**src/rtl/sha2_ctrl_pkg.sv**
```systemverilog
// Shared definitions for the SHA-2 host controller: FSM encoding, LED bit
// positions and default sizing parameters.
package sha2_ctrl_pkg;

  typedef enum logic [2:0] {
    IDLE  = 3'd0,
    RECV  = 3'd1,
    ISSUE = 3'd2,
    WAIT  = 3'd3,
    SEND  = 3'd4
  } state_e;

  localparam int LED_BUSY    = 0;
  localparam int LED_OVERRUN = 1;
  localparam int LED_RX_ERR  = 2;
  localparam int LED_TIMEOUT = 3;
  localparam int LED_CNT_LSB = 4;

  localparam int DEF_BLOCK_BYTES    = 64;
  localparam int DEF_DIGEST_BYTES   = 32;
  localparam int DEF_TIMEOUT_CYCLES = 1000000;

endpackage

```
**src/rtl/sha2_byte_serializer.sv**
```systemverilog
// Holds the latched digest and streams it MSB byte first to a UART, keeping
// at most one byte in flight via a pending flag.
module sha2_byte_serializer
  import sha2_ctrl_pkg::*;
#(
  parameter int DIGEST_BYTES = DEF_DIGEST_BYTES
) (
  input  logic                      clk,
  input  logic                      rst_n,
  input  logic                      load_i,
  input  logic [DIGEST_BYTES*8-1:0] digest_i,
  input  logic                      tx_busy_i,
  output logic                      tx_start_o,
  output logic [7:0]                tx_byte_o,
  output logic                      done_o
);

  localparam int IW = $clog2(DIGEST_BYTES + 1);

  logic [DIGEST_BYTES*8-1:0] digest_q, digest_d;
  logic [IW-1:0]             idx_q, idx_d;
  logic                      active_q, active_d;
  logic                      pend_q, pend_d;
  logic [1:0]                age_q, age_d;
  logic                      all_sent;

  assign all_sent   = (idx_q == IW'(DIGEST_BYTES));
  assign tx_start_o = active_q && !pend_q && !tx_busy_i && !all_sent;
  assign done_o     = active_q && !pend_q && all_sent;

  always_comb begin
    tx_byte_o = '0;
    for (int k = 0; k < DIGEST_BYTES; k++) begin
      if (idx_q == IW'(k)) tx_byte_o = digest_q[(DIGEST_BYTES-k)*8-1 -: 8];
    end
  end

  // A sent byte stays pending until tx_busy is seen low at least two cycles
  // after its tx_start, which covers the UART's busy-flag latency.
  always_comb begin
    digest_d = digest_q;
    idx_d    = idx_q;
    active_d = active_q;
    pend_d   = pend_q;
    age_d    = age_q;
    if (load_i) begin
      digest_d = digest_i;
      idx_d    = '0;
      active_d = 1'b1;
      pend_d   = 1'b0;
      age_d    = '0;
    end else begin
      if (tx_start_o) begin
        pend_d = 1'b1;
        age_d  = 2'd1;
        idx_d  = idx_q + 1'b1;
      end else if (pend_q) begin
        if (age_q == 2'd2 && !tx_busy_i) begin
          pend_d = 1'b0;
          age_d  = '0;
        end else if (age_q != 2'd2) begin
          age_d = age_q + 2'd1;
        end
      end
      if (done_o) active_d = 1'b0;
    end
  end

  always_ff @(posedge clk or negedge rst_n) begin
    if (!rst_n) begin
      digest_q <= '0;
      idx_q    <= '0;
      active_q <= 1'b0;
      pend_q   <= 1'b0;
      age_q    <= '0;
    end else begin
      digest_q <= digest_d;
      idx_q    <= idx_d;
      active_q <= active_d;
      pend_q   <= pend_d;
      age_q    <= age_d;
    end
  end

endmodule

```
**src/rtl/sha2_host_ctrl.sv**
```systemverilog
// UART-to-SHA-2 host controller: assembles a message block from received bytes,
// hands it to the core and returns the digest. Optional RECV inter-byte
// timeout is enabled by defining SHA2_RX_TIMEOUT_EN.
module sha2_host_ctrl
  import sha2_ctrl_pkg::*;
#(
  parameter int BLOCK_BYTES    = DEF_BLOCK_BYTES,
  parameter int DIGEST_BYTES   = DEF_DIGEST_BYTES,
  parameter int TIMEOUT_CYCLES = DEF_TIMEOUT_CYCLES
) (
  input  logic                      clk,
  input  logic                      rst_n,
  input  logic                      rx_valid,
  input  logic [7:0]                rx_byte,
  input  logic                      rx_error,
  output logic                      tx_start,
  output logic [7:0]                tx_byte,
  input  logic                      tx_busy,
  output logic [BLOCK_BYTES*8-1:0]  block_data,
  output logic                      block_valid,
  input  logic                      block_ready,
  input  logic [DIGEST_BYTES*8-1:0] digest_data,
  input  logic                      digest_valid,
  output logic [7:0]                led
);

  localparam int CW = $clog2(BLOCK_BYTES + 1);

  state_e                   state_q, state_d;
  logic [CW-1:0]            cnt_q, cnt_d;
  logic [BLOCK_BYTES*8-1:0] block_q, block_d;
  logic                     overrun_q, overrun_d;
  logic                     rxerr_q, rxerr_d;
  logic                     timeout_q, timeout_d;
  logic [3:0]               done_cnt_q, done_cnt_d;
  logic                     rx_take;
  logic                     wr_en;
  logic [CW-1:0]            wr_idx;
  logic                     digest_load;
  logic                     ser_done;
  logic                     gap_hit;

  // A framing error in the same cycle always wins over the received byte.
  assign rx_take = rx_valid && !rx_error;

`ifdef SHA2_RX_TIMEOUT_EN
  localparam int GW = $clog2(TIMEOUT_CYCLES + 1);
  logic [GW-1:0] gap_q, gap_d;

  always_comb begin
    gap_d = '0;
    if (state_q == RECV && !rx_valid) gap_d = gap_q + 1'b1;
  end

  assign gap_hit = (state_q == RECV) && (gap_q == GW'(TIMEOUT_CYCLES - 1));

  always_ff @(posedge clk or negedge rst_n) begin
    if (!rst_n) gap_q <= '0;
    else        gap_q <= gap_d;
  end
`else
  assign gap_hit = 1'b0;
`endif

  always_comb begin
    state_d     = state_q;
    cnt_d       = cnt_q;
    block_d     = block_q;
    overrun_d   = overrun_q;
    rxerr_d     = rxerr_q | rx_error;
    timeout_d   = timeout_q;
    done_cnt_d  = done_cnt_q;
    wr_en       = 1'b0;
    wr_idx      = cnt_q;
    digest_load = 1'b0;
    unique case (state_q)
      IDLE: begin
        if (rx_take) begin
          wr_en   = 1'b1;
          wr_idx  = '0;
          cnt_d   = CW'(1);
          state_d = RECV;
        end
      end
      RECV: begin
        if (rx_error) begin
          block_d = '0;
          cnt_d   = '0;
          state_d = IDLE;
        end else if (rx_valid) begin
          wr_en = 1'b1;
          cnt_d = cnt_q + 1'b1;
          if (cnt_q == CW'(BLOCK_BYTES - 1)) state_d = ISSUE;
        end else if (gap_hit) begin
          block_d   = '0;
          cnt_d     = '0;
          timeout_d = 1'b1;
          state_d   = IDLE;
        end
      end
      ISSUE: begin
        if (block_ready) begin
          cnt_d   = '0;
          state_d = WAIT;
        end
      end
      WAIT: begin
        if (digest_valid) begin
          digest_load = 1'b1;
          state_d     = SEND;
        end
      end
      SEND: begin
        if (ser_done) begin
          done_cnt_d = done_cnt_q + 4'd1;
          state_d    = IDLE;
        end
      end
      default: state_d = IDLE;
    endcase

    // Bytes arriving while a block is in flight are dropped and flagged.
    if (rx_take && (state_q == ISSUE || state_q == WAIT || state_q == SEND))
      overrun_d = 1'b1;

    if (wr_en) begin
      for (int k = 0; k < BLOCK_BYTES; k++) begin
        if (wr_idx == CW'(k)) block_d[(BLOCK_BYTES-k)*8-1 -: 8] = rx_byte;
      end
    end
  end

  always_ff @(posedge clk or negedge rst_n) begin
    if (!rst_n) begin
      state_q    <= IDLE;
      cnt_q      <= '0;
      block_q    <= '0;
      overrun_q  <= 1'b0;
      rxerr_q    <= 1'b0;
      timeout_q  <= 1'b0;
      done_cnt_q <= '0;
    end else begin
      state_q    <= state_d;
      cnt_q      <= cnt_d;
      block_q    <= block_d;
      overrun_q  <= overrun_d;
      rxerr_q    <= rxerr_d;
      timeout_q  <= timeout_d;
      done_cnt_q <= done_cnt_d;
    end
  end

  sha2_byte_serializer #(
    .DIGEST_BYTES(DIGEST_BYTES)
  ) u_ser (
    .clk       (clk),
    .rst_n     (rst_n),
    .load_i    (digest_load),
    .digest_i  (digest_data),
    .tx_busy_i (tx_busy),
    .tx_start_o(tx_start),
    .tx_byte_o (tx_byte),
    .done_o    (ser_done)
  );

  assign block_valid = (state_q == ISSUE);
  assign block_data  = block_q;

  always_comb begin
    led = '0;
    led[LED_BUSY]          = (state_q != IDLE);
    led[LED_OVERRUN]       = overrun_q;
    led[LED_RX_ERR]        = rxerr_q;
    led[LED_TIMEOUT]       = timeout_q;
    led[LED_CNT_LSB +: 4]  = done_cnt_q;
  end

endmodule

```
**config.mk**
```make
export PLATFORM = sky130hd
export DESIGN_NAME = sha2_host_ctrl
export DESIGN_NICKNAME = d
export VERILOG_FILES = /design/src/rtl/sha2_ctrl_pkg.sv /design/src/rtl/sha2_byte_serializer.sv /design/src/rtl/sha2_host_ctrl.sv
export SDC_FILE = /design/constraint.sdc
export NUM_CORES = 2
export LEC_CHECK = 0
export CELL_PAD_IN_SITES_DETAIL_PLACEMENT = 1
export CELL_PAD_IN_SITES_GLOBAL_PLACEMENT = 2
export CORE_MARGIN = 2
export CORE_UTILIZATION = 32
export DETAILED_ROUTE_END_ITERATION = 10
export PLACE_DENSITY_LB_ADDON = 0.1
export SYNTH_ARGS = -nofsm -noshare
export SYNTH_HDL_FRONTEND = slang
export SYNTH_SLANG_ARGS = --single-unit
```
**constraint.sdc**
```tcl
create_clock -name clk -period 11.2 [get_ports clk]
set_clock_uncertainty 0.2 [all_clocks]
set_input_delay 3.36 -clock clk [delete_from_list [all_inputs] [get_ports clk]]
set_output_delay 3.36 -clock clk [all_outputs]
set_load 0.01 [all_outputs]
```
==> flow_metrics.py <==
metrics = {
    "status": {
        "outcome": "complete, no violations",
    },
    "synthesis": {
        "synth_top_family_by_area": "simple AND/OR/NAND/NOR gates",
        "syn_nets": 4369,
        "ys_warn_count": 0,
        "synth_fa_ha_area_frac": 0.00217,
        "yosysTopAreaCellShare": 0.575,
        "async_reset_ff_frac": 1.00,
        "synth_xor_area_frac": 0.00253,
        "synth_compound_area_frac": 0.130,
        "syn_inst": 4092,
        "synthTopCellsByArea": "dfrtp_1 (57%), nand2_1 (20%), o21ai_0 (8.0%)",
        "yosysTopAreaCell": "dfrtp_1",
        "ys_seq_area_frac": 0.575,
        "synth.cell_area_sq_um": 34600,
        "ys_ff_latch": 794,
        "synth.distinct_cells": 83,
        "synth_edf_count": 0,
        "yosys.area_share.simple": 0.252,
        "synth_ff_type": "dfrtp_1",
        "avgSynthCellArea_sq_um": 8.45,
        "synth.mux.area_fraction": 0.00123,
    },
    "timing": {
        "fin_tns_setup_ps": 0,
        "worstMarginPinSlew_ps": 1250,
        "hold_viol_final": 0,
        "fmax_mhz": 107,
        "slew_headroom": 0.161,
        "min_period_ps": 9380,
        "drv_slew": 0,
        "rsz0062_at_grt": "false",
        "finalSetupViolations": 0,
        "fin_crit_sh": 0.837,
    },
    "global_routing": {
        "grt_pass1_wl_um": 228000,
        "overflow": 0,
        "grt_pass1_vias": 32200,
        "groute.usage.overall": 0.277,
        "grt_antenna_before_repair": 19,
        "grt_max_degree": 196,
    },
    "routing": {
        "routed_wl_um": 156000,
        "post_drt_via_cell_ratio": 5.05,
        "vias": 31400,
        "dr.pass1.iters": 7,
        "drt_iter0_drc": 2019,
        "ant_nets": 0,
        "drc": 0,
        "wl_per_cell_um": 25.0,
    },
    "clock_network": {
        "post-cts-setup-buffer-count": 0,
        "cts_resized": 0,
        "root_buffer": "clkbuf_16",
        "clockBufferDepth": 3,
        "cts_tree": "yes",
        "clk-insertion-delay-late_ps": 690,
        "clock_sinks": 794,
        "clkTransAtPathRegs_ps": 60,
        "cts_hold_buffers": 0,
        "cts_buffers": 93,
        "htreeDepth": 3,
    },
    "die": {
        "num_rows": 120,
        "io_pins": 801,
        "die_area_sq_um": 111000,
        "start_util": 0.323,
        "fp.dieH_um": 333,
        "die-width_um": 333,
        "core_area_sq_um": 107000,
    },
    "placement": {
        "dpl.hpwl_um": 111000,
        "port_buffers": 799,
        "dp_cells": 6045,
        "place_congestion": 0.943,
    },
    "worst_setup_path": {
        "worstPathCellList": "inv_1 -> ha_1 -> buf_4 -> or3b_1 -> nor2_1 -> o221ai_1 -> a2111oi_0 -> nor3b_1 -> o311ai_1 -> clkdlybuf4s50_1",
        "critPathLaunchType": "register",
        "setup.worst_path.end_class": "output port",
        "critPathMaxFanout": 20,
        "cp.arrival_ps": 5820,
        "slowest_delay_ps": 810,
        "crit_required_ps": 7640,
        "crit_type": "reg2out",
        "ff2ff_path_depth": 3,
        "cp_slowest_cell": "a2111oi_0",
    },
    "pwr": {
        "p_leak_nw": 20.3,
        "max-vdd-ir-drop_v": 0.000114,
        "power_density_nw_per_um2": 192,
        "finalPower_mw": 8.98,
    },
    "min_path": {
        "hold_path_class": "reg2reg",
        "hold_depth": 1,
    },
    "layout": {
        "area_growth_pct": 34.9,
        "fin_cells": 6223,
        "nNetsFinal": 5014,
        "drive_above_1_share": 0.0490,
        "fillers": 12500,
    },
    "job": {
        "maxCapViolCount": 0,
    },
}
## layer usage
layer | track usage | part of all wire
met1 | 0.339 | 0.41
met5 | 0 | 0.00033
met3 | 0.0576 | 0.061
met4 | 0.103 | 0.037
met2 | 0.479 | 0.49
## logic make-up (layout without fill, tap and decap cells)
logic type                 count (synthesis)  count (layout)
AOI/OAI and AO/OA                        783             783
xor gates and xnor gates                  10              10
adders and majority gates                  6               6
buffers and inverters                    305            1026
DFF                                      794             794
muxes                                      4               4
other                                      1               8
and+or+nand+nor                         2189            2189
## worst max-delay path, delay by kind of cell, from the launching register on
| kind | cells | cell delay (ps) |
|---|---|---|
| flip-flops | 1 | 430 |
| adder cells (fa/ha/maj) | 1 | 630 |
| buffers and inverters | 3 | 1150 |
| AND/OR/NAND/NOR | 3 | 1340 |
| AO/OA/AOI/OAI | 3 | 1560 |
## where the power goes
part	switching, mW	leakage (nW)	internal, mW
clock	1.29	1.55	1.88
sequential	0.512	10.7	3.34
combinational	1.30	8.06	0.658
## cell usage in the layout, fill, tap and decap left out, types with 11 or more instances in the layout
cell                n
a221oi_1           25
a21oi_1            44
o21ai_0           550
o21ai_1            13
buf_4              44
o22ai_1            19
o221ai_1           11
clkbuf_16          96
nor2_1            144
nand3_1            33
nand2_1          1859
nand2b_1           11
nor2_2             24
inv_1              13
clkdlybuf4s50_1   790
nor2b_1            15
dfrtp_1           794
clkbuf_8           22
clkinv_2           14
nor3_1             26
clkbuf_1           29
## flip-flops by register name, summed over array words and instances, names as in the netlist
signal / count
u_ser.active_q: 1
done_cnt_q: 4
state_q: 3
u_ser.age_q: 2
u_ser.pend_q: 1
rxerr_q: 1
block_data: 512
u_ser.digest_q: 256
overrun_q: 1
u_ser.idx_q: 6
cnt_q: 7
## cells in the mapped netlist, types with 11 or more instances
library cell	n
inv_1	13
nor2_2	24
nor2_1	144
nand3_1	35
buf_4	13
o22ai_1	19
o21ai_1	13
nor2b_1	15
nand2_1	1859
dfrtp_1	794
clkbuf_1	210
nor3_1	26
a221oi_1	25
buf_2	55
nand2b_1	11
o221ai_1	11
a21oi_1	44
o21ai_0	550
## per-stage QoR
step	util	cell area, sq um	setup slack [ps]	hold slack [ps]
2_1_floorplan	-	34600	3830	236
3_5_place_dp	0.406	43500	2590	255
3_3_place_gp	0.406	43500	2610	251
5_1_grt	0.436	46600	1710	293
4_1_cts	0.436	46600	1800	271
6_report	0.436	46600	1820	265
## area by class of cell
cell class | instances | area (sq um) | share of cell area
Inverter | 14 | 52.6 | 0.00113
Multi-Input combinational cell | 2993 | 13400 | 0.288
Timing Repair Buffer | 841 | 8360 | 0.179
Clock inverter | 24 | 325 | 0.00697
Tap cell | 1403 | 1760 | 0.0376
Clock buffer | 147 | 2810 | 0.0603
Sequential cell | 794 | 19900 | 0.426
Antenna cell | 7 | 17.5 | 0.000376
## final timing paths
kind	start	end	slack, ps
worst max-delay path	u_ser.idx_q[1]	tx_byte[1]	1820
worst min-delay path	rxerr_q	rxerr_q	260
worst max register to register	state_q[0]	block_data[20]	7440
worst min register to register	rxerr_q	rxerr_q	260
max in group asynchronous	rst_n	block_data[398]	6350
min in group asynchronous	rst_n	block_data[249]	2430
(Power assumes the default switching activity.)
